## config.mk

```make
export PLATFORM = sky130hd
export DESIGN_NAME = mem_bus_initiator_flat
export DESIGN_NICKNAME = d
export VERILOG_FILES = /design/src/rtl/mem_bus_initiator_if.sv /design/src/rtl/mem_bus_initiator.sv /design/src/flat_wrapper.sv
export SDC_FILE = /design/constraint.sdc
export NUM_CORES = 1
export LEC_CHECK = 0
export ABC_AREA = 1
export BUFFER_PORTS_ARGS = -buffer_cell sky130_fd_sc_hd__clkbuf_2
export CORE_MARGIN = 1.5
export CORE_UTILIZATION = 45
export DETAILED_ROUTE_END_ITERATION = 10
export GPL_ROUTABILITY_DRIVEN = 0
export MAX_ROUTING_LAYER = met4
export PLACE_DENSITY = 0.79
export SKIP_LAST_GASP = 1
export SYNTH_ARGS = -nofsm -noshare
export SYNTH_HDL_FRONTEND = slang
export SYNTH_SLANG_ARGS = --single-unit
```

## constraint.sdc

```tcl
create_clock -name clk -period 3.4 [get_ports clk]
set_clock_uncertainty 0.2 [all_clocks]
set_input_delay 0.68 -clock clk [delete_from_list [all_inputs] [get_ports clk]]
set_output_delay 0.68 -clock clk [all_outputs]
set_load 0.03 [all_outputs]
```

## src/rtl/mem_bus_initiator_if.sv

```systemverilog
// rtl/mem_bus_initiator_if.sv - command, response and 6502-style bus signals of the initiator
interface mem_bus_initiator_if;
  logic        cmd_valid;
  logic        cmd_ready;
  logic        cmd_rw;
  logic [15:0] cmd_addr;
  logic [7:0]  cmd_wdata;
  logic        rsp_valid;
  logic [7:0]  rsp_rdata;
  logic        rsp_err;
  logic [15:0] bus_addr;
  logic        bus_rwb;
  logic        bus_phi2;
  logic [7:0]  bus_dout;
  logic        bus_doe;
  logic [7:0]  bus_din;
  logic        bus_rdy;

  modport master (
    input  cmd_valid, cmd_rw, cmd_addr, cmd_wdata, bus_din, bus_rdy,
    output cmd_ready, rsp_valid, rsp_rdata, rsp_err,
           bus_addr, bus_rwb, bus_phi2, bus_dout, bus_doe
  );

  modport slave (
    output cmd_valid, cmd_rw, cmd_addr, cmd_wdata, bus_din, bus_rdy,
    input  cmd_ready, rsp_valid, rsp_rdata, rsp_err,
           bus_addr, bus_rwb, bus_phi2, bus_dout, bus_doe
  );
endinterface

```

## src/rtl/mem_bus_initiator.sv

```systemverilog
// rtl/mem_bus_initiator.sv - single-command initiator for a 6502-style phi2 memory bus
module mem_bus_initiator #(
  parameter int HALF_CYCLES = 2,
  parameter int MAX_WAIT    = 16
) (
  input  logic                 clk,
  input  logic                 rst_n,
  mem_bus_initiator_if.master  mbi
);

  typedef enum logic [2:0] {
    ST_IDLE,
    ST_SETUP,
    ST_ACCESS,
    ST_WAIT,
    ST_HOLD
  } state_t;

  localparam logic [7:0] HALF_LAST = 8'(HALF_CYCLES - 1);
  localparam logic [7:0] WAIT_LAST = 8'(MAX_WAIT - 1);

  state_t     state;
  state_t     state_nxt;
  logic [7:0] cnt;
  logic [7:0] cnt_nxt;
  logic       timeout;
  logic       accept;

  assign mbi.cmd_ready = (state == ST_IDLE);
  assign accept        = mbi.cmd_valid && (state == ST_IDLE);

  always_ff @(posedge clk or negedge rst_n) begin
    if (!rst_n) begin
      state <= ST_IDLE;
      cnt   <= 8'd0;
    end else begin
      state <= state_nxt;
      cnt   <= cnt_nxt;
    end
  end

  // One counter serves both phase timing and wait-state counting; it is
  // cleared on every state change so each phase starts from zero.
  always_comb begin
    state_nxt = state;
    cnt_nxt   = cnt;
    timeout   = 1'b0;
    case (state)
      ST_IDLE: begin
        if (mbi.cmd_valid) begin
          state_nxt = ST_SETUP;
          cnt_nxt   = 8'd0;
        end
      end
      ST_SETUP: begin
        if (cnt == HALF_LAST) begin
          state_nxt = ST_ACCESS;
          cnt_nxt   = 8'd0;
        end else begin
          cnt_nxt = cnt + 8'd1;
        end
      end
      ST_ACCESS: begin
        if (cnt == HALF_LAST) begin
          state_nxt = mbi.bus_rdy ? ST_HOLD : ST_WAIT;
          cnt_nxt   = 8'd0;
        end else begin
          cnt_nxt = cnt + 8'd1;
        end
      end
      ST_WAIT: begin
        if (mbi.bus_rdy) begin
          state_nxt = ST_HOLD;
          cnt_nxt   = 8'd0;
        end else if (cnt == WAIT_LAST) begin
          state_nxt = ST_HOLD;
          cnt_nxt   = 8'd0;
          timeout   = 1'b1;
        end else begin
          cnt_nxt = cnt + 8'd1;
        end
      end
      ST_HOLD: begin
        state_nxt = ST_IDLE;
      end
      default: begin
        state_nxt = ST_IDLE;
        cnt_nxt   = 8'd0;
      end
    endcase
  end

  // Bus outputs are registered from the next state so they change together
  // with the state; bus_rwb doubles as the latched command direction.
  always_ff @(posedge clk or negedge rst_n) begin
    if (!rst_n) begin
      mbi.bus_addr  <= 16'h0000;
      mbi.bus_rwb   <= 1'b1;
      mbi.bus_phi2  <= 1'b0;
      mbi.bus_dout  <= 8'h00;
      mbi.bus_doe   <= 1'b0;
      mbi.rsp_valid <= 1'b0;
      mbi.rsp_rdata <= 8'h00;
      mbi.rsp_err   <= 1'b0;
    end else begin
      mbi.bus_phi2  <= (state_nxt == ST_ACCESS) || (state_nxt == ST_WAIT);
      mbi.rsp_valid <= (state_nxt == ST_HOLD);
      mbi.rsp_err   <= timeout;
      if (accept) begin
        mbi.bus_addr <= mbi.cmd_addr;
        mbi.bus_rwb  <= mbi.cmd_rw;
        mbi.bus_dout <= mbi.cmd_wdata;
        mbi.bus_doe  <= ~mbi.cmd_rw;
      end else if (state == ST_HOLD) begin
        mbi.bus_rwb <= 1'b1;
        mbi.bus_doe <= 1'b0;
      end
      // Read data is captured only on the edge where phi2 falls.
      if (state_nxt == ST_HOLD) begin
        mbi.rsp_rdata <= (timeout || !mbi.bus_rwb) ? 8'h00 : mbi.bus_din;
      end
    end
  end

endmodule

```

## src/flat_wrapper.sv

```systemverilog
// flat-port wrapper written by rule: the top's interface ports become plain ports
module mem_bus_initiator_flat 
#(
  parameter int HALF_CYCLES = 2,
  parameter int MAX_WAIT    = 16
)
  (clk, rst_n, mbi_cmd_valid, mbi_cmd_rw, mbi_cmd_addr, mbi_cmd_wdata, mbi_bus_din, mbi_bus_rdy, mbi_cmd_ready, mbi_rsp_valid, mbi_rsp_rdata, mbi_rsp_err, mbi_bus_addr, mbi_bus_rwb, mbi_bus_phi2, mbi_bus_dout, mbi_bus_doe);
  mem_bus_initiator_if mbi_i ();
  input  logic clk;
  input  logic rst_n;
  input wire logic [$bits(mbi_i.cmd_valid)-1:0] mbi_cmd_valid;
  input wire logic [$bits(mbi_i.cmd_rw)-1:0] mbi_cmd_rw;
  input wire logic [$bits(mbi_i.cmd_addr)-1:0] mbi_cmd_addr;
  input wire logic [$bits(mbi_i.cmd_wdata)-1:0] mbi_cmd_wdata;
  input wire logic [$bits(mbi_i.bus_din)-1:0] mbi_bus_din;
  input wire logic [$bits(mbi_i.bus_rdy)-1:0] mbi_bus_rdy;
  output wire logic [$bits(mbi_i.cmd_ready)-1:0] mbi_cmd_ready;
  output wire logic [$bits(mbi_i.rsp_valid)-1:0] mbi_rsp_valid;
  output wire logic [$bits(mbi_i.rsp_rdata)-1:0] mbi_rsp_rdata;
  output wire logic [$bits(mbi_i.rsp_err)-1:0] mbi_rsp_err;
  output wire logic [$bits(mbi_i.bus_addr)-1:0] mbi_bus_addr;
  output wire logic [$bits(mbi_i.bus_rwb)-1:0] mbi_bus_rwb;
  output wire logic [$bits(mbi_i.bus_phi2)-1:0] mbi_bus_phi2;
  output wire logic [$bits(mbi_i.bus_dout)-1:0] mbi_bus_dout;
  output wire logic [$bits(mbi_i.bus_doe)-1:0] mbi_bus_doe;
  assign mbi_i.cmd_valid = mbi_cmd_valid;
  assign mbi_i.cmd_rw = mbi_cmd_rw;
  assign mbi_i.cmd_addr = mbi_cmd_addr;
  assign mbi_i.cmd_wdata = mbi_cmd_wdata;
  assign mbi_i.bus_din = mbi_bus_din;
  assign mbi_i.bus_rdy = mbi_bus_rdy;
  assign mbi_cmd_ready = mbi_i.cmd_ready;
  assign mbi_rsp_valid = mbi_i.rsp_valid;
  assign mbi_rsp_rdata = mbi_i.rsp_rdata;
  assign mbi_rsp_err = mbi_i.rsp_err;
  assign mbi_bus_addr = mbi_i.bus_addr;
  assign mbi_bus_rwb = mbi_i.bus_rwb;
  assign mbi_bus_phi2 = mbi_i.bus_phi2;
  assign mbi_bus_dout = mbi_i.bus_dout;
  assign mbi_bus_doe = mbi_i.bus_doe;
  mem_bus_initiator #(.HALF_CYCLES(HALF_CYCLES), .MAX_WAIT(MAX_WAIT)) u_core (.clk(clk), .rst_n(rst_n), .mbi(mbi_i));
endmodule
```

==> impl_metrics.csv <==
group,metric,value,unit
setup_path,path_cells,"inv_2, nand2_1, nor2_4, buf_4, clkbuf_2",
setup_path,slowest_stage,"dfrtp_1",
clocking,cts_resized,0,
synthesis,ys_seq_elements,48,
clocking,clkTransAtPathRegs,0.08,ns
power_and_ir_drop,p_sw,1.231,mW
place,dpl.hpwl,3445,microns
global_route,first_global_vias,1796,
power_and_ir_drop,powerDensity,899.5,nW/um^2
synthesis,synth_area_per_cell,8.324,sq um
floorplanning,die_area,5658,sq um
timing,rsz0062_at_grt,"no",
synthesis,synthTopCellsByArea,"dfrtp_1, nand2_1, nand3_1, inv_1, nor2_1",
finish,mostFrequentLayoutCells,"nand2_1, clkbuf_2, dfrtp_1",
power_and_ir_drop,combPwrFrac,49.9,%
power_and_ir_drop,sequentialPowerShare,36.6,%
power_and_ir_drop,p_clk_share,13.6,%
synthesis,synth-edff-count,0,
setup_path,end_kind,"output port",
timing,setup_tns,0,ns
timing,maxSlewHeadroom,61.30,%
timing,hold_violations,0,
synthesis,synth_flop_cell,"dfrtp_1",
global_route,grt_start_max_net_pins,49,
detailed_routing,drt-initial-drc-count,87,
synthesis,synth_fp_nets,321,
finish,n_fill_cell,486,
clocking,ctsHoldBuffers,0,
place,numPortBuffers,74,
synthesis,yosysTopAreaCell,"dfrtp_1",
detailed_routing,vias,2036,
floorplanning,die_x,75.22,microns
timing,period_share,71.49,%
timing,slew_viol_final,0,
synthesis,synth_area,2347,sq um
floorplanning,die_h,75.22,microns
timing,fmax,0.4114,GHz
synthesis,synth.top_cell.area_share,50.11,%
timing,setup_viol,0,
floorplanning,rows,26,
clocking,clockBufferDepth,2,
clocking,worstSkewPairLatency,0.29,ns
clocking,post_cts_buffers,0,
global_route,grt_pass1_wl,7665,microns
detailed_routing,drcViolationCount,0,
power_and_ir_drop,sw_frac_of_total,48.06,%
clocking,root_buffer,"clkbuf_8",
clocking,cts.sinks,48,
synthesis,yosys.cell_types.count,30,
synthesis,synth_cells,282,
setup_path,worst_setup_path_start_kind,"flop",
setup_path,critPathMaxStageDelay,0.41,ns
min_path,min_path_type,"primary input to asynchronous set/reset pin",
finish,diodes,0,
timing,fin_hold_ws,0.2619,ns
setup_path,required,2.52,ns
flow_run,drv_cap,0,
detailed_routing,drtPass1Iterations,4,
power_and_ir_drop,irDropWorstVdd,0.0005221,V
detailed_routing,routed_wl,4614,microns
floorplanning,start_util,46.25,%
finish,drive_gt1_share,29.89,%
detailed_routing,ant_nets,0,
global_route,track_usage,18.33,%
synthesis,yosys_warnings,0,
setup_path,cp_max_fo,26,
finish,final_common_cell,"nand2_1",
power_and_ir_drop,p_int,1.330,mW
finish,areaGrowthSynthToFinish,21.27,%
global_route,grt_overflow,0,
synthesis,synthArstFlopShare,100.0,%
floorplanning,fp.coreArea,5075,sq um
timing,min_period,2.431,ns
clocking,cts_tree,"done",
synthesis,seq_area_frac_synth,51.23,%
global_route,antenna_found_initial,0,
clocking,cts_made_buffers,5,
timing,tightest_slew,0.5805,ns
setup_path,worstSetupPathType,"flop to output port",
detailed_routing,routedWlPerCell,10.78,microns
clocking,htreeDepth,2,
power_and_ir_drop,leakage,1.665,nW
detailed_routing,via_per_inst,4.757,
status,status,"complete, no violations",
floorplanning,ios,75,
setup_path,arrival,1.55,ns
finish,fin_nets,396,
[kinds of logic (layout without fill, tap and decap cells)]
| group | Yosys count | in the layout | share of synthesized area, % |
|---|---|---|---|
| compound gates | 10 | 10 | 3.412 |
| fa+ha+maj | 2 | 2 | 1.066 |
| xor+xnor | 1 | 1 | 0.3732 |
| flops | 48 | 48 | 51.23 |
| buf+inv | 43 | 119 | 8.582 |
| simple gates | 178 | 178 | 35.34 |
[worst paths after layout]
| kind | start | depth (start not counted) | end | slack, ns |
|---|---|---|---|---|
| min in group clk | u_core.mbi.bus_addr[6] | 2 | u_core.mbi.bus_addr[6] | 0.28 |
| hold reg to reg | u_core.mbi.bus_addr[6] | 2 | u_core.mbi.bus_addr[6] | 0.28 |
| hold / removal | rst_n | 2 | u_core.mbi.bus_dout[1] | 0.26 |
| max in group asynchronous | rst_n | 2 | u_core.cnt[3] | 2.35 |
| setup reg to reg | u_core.state[1] | 7 | u_core.mbi.bus_rwb | 1.67 |
| setup / recovery | u_core.state[1] | 5 | mbi_cmd_ready | 0.97 |
[synthesized netlist by cell type (3+ instances only)]
master and number:
nor2_2 3, nand4_1 3, nand2_1 94, buf_6 4, nand3_2 3, nand2_4 3
nand3_1 45, nor2_1 19, dfrtp_1 47, inv_1 32, nor2_4 3
[final cells by class]
type | count | area (sq um) | share of cell area (%)
Multi-Input combinational cell | 191 | 943.4 | 33.14
Clock inverter | 1 | 7.507 | 0.2637
Timing Repair Buffer | 76 | 385.4 | 13.54
Clock buffer | 7 | 86.33 | 3.033
Sequential cell | 48 | 1202 | 42.24
Inverter | 35 | 133.9 | 4.703
Tap cell | 70 | 87.58 | 3.077
[stage by stage]
| step | util [%] | instances | setup slack [ns] | area, sq um | power, mW |
|---|---|---|---|---|---|
| finish | 56.09 | 428 | 0.9692 | 2846 | 2.560 |
| global route | 56.09 | 428 | 0.8687 | 2846 | 2.759 |
| CTS | 56.09 | 428 | 0.9550 | 2846 | 2.595 |
| detailed placement | 54.24 | 420 | 1.257 | 2753 | 2.238 |
| global placement | 54.24 | 420 | 1.299 | 2753 | 2.208 |
| floorplan | - | 282 | 1.539 | 2347 | 1.908 |
[power groups by stage]
stage | logic [mW] | registers [mW] | clock network (mW)
after global routing | 1.41 | 0.965 | 0.382
after floorplan | 0.606 | 1.30 | 0
after global placement | 1.27 | 0.941 | 0
after detailed placement | 1.30 | 0.941 | 0
after CTS | 1.30 | 0.936 | 0.364
final | 1.28 | 0.936 | 0.347
[critical path, delay by kind of cell (launching register included)]
kind,cells,cell delay (ns)
simple gates,2,0.20
buf+inv,3,0.65
flops,1,0.41
[state kept, by name, summed over array words and instances, names as in the netlist]
register              count
u_core.mbi.bus_dout       8
u_core.mbi.bus_phi2       1
u_core.mbi.bus_doe        1
u_core.mbi.bus_addr      16
u_core.state              3
u_core.cnt                8
u_core.mbi.rsp_rdata      8
u_core.mbi.rsp_valid      1
u_core.mbi.rsp_err        1
u_core.mbi.bus_rwb        1
[metal layers]
layer | wire (microns) | track usage [%] | up-vias
met5 | 0 | - | -
met4 | 57 | 5.952 | 0
met2 | 2114 | 28.61 | 79
met1 | 2156 | 23.90 | 920
li1 | - | - | 1031
met3 | 285 | 4.016 | 6
No activity file was read; power rests on OpenSTA's default activity.
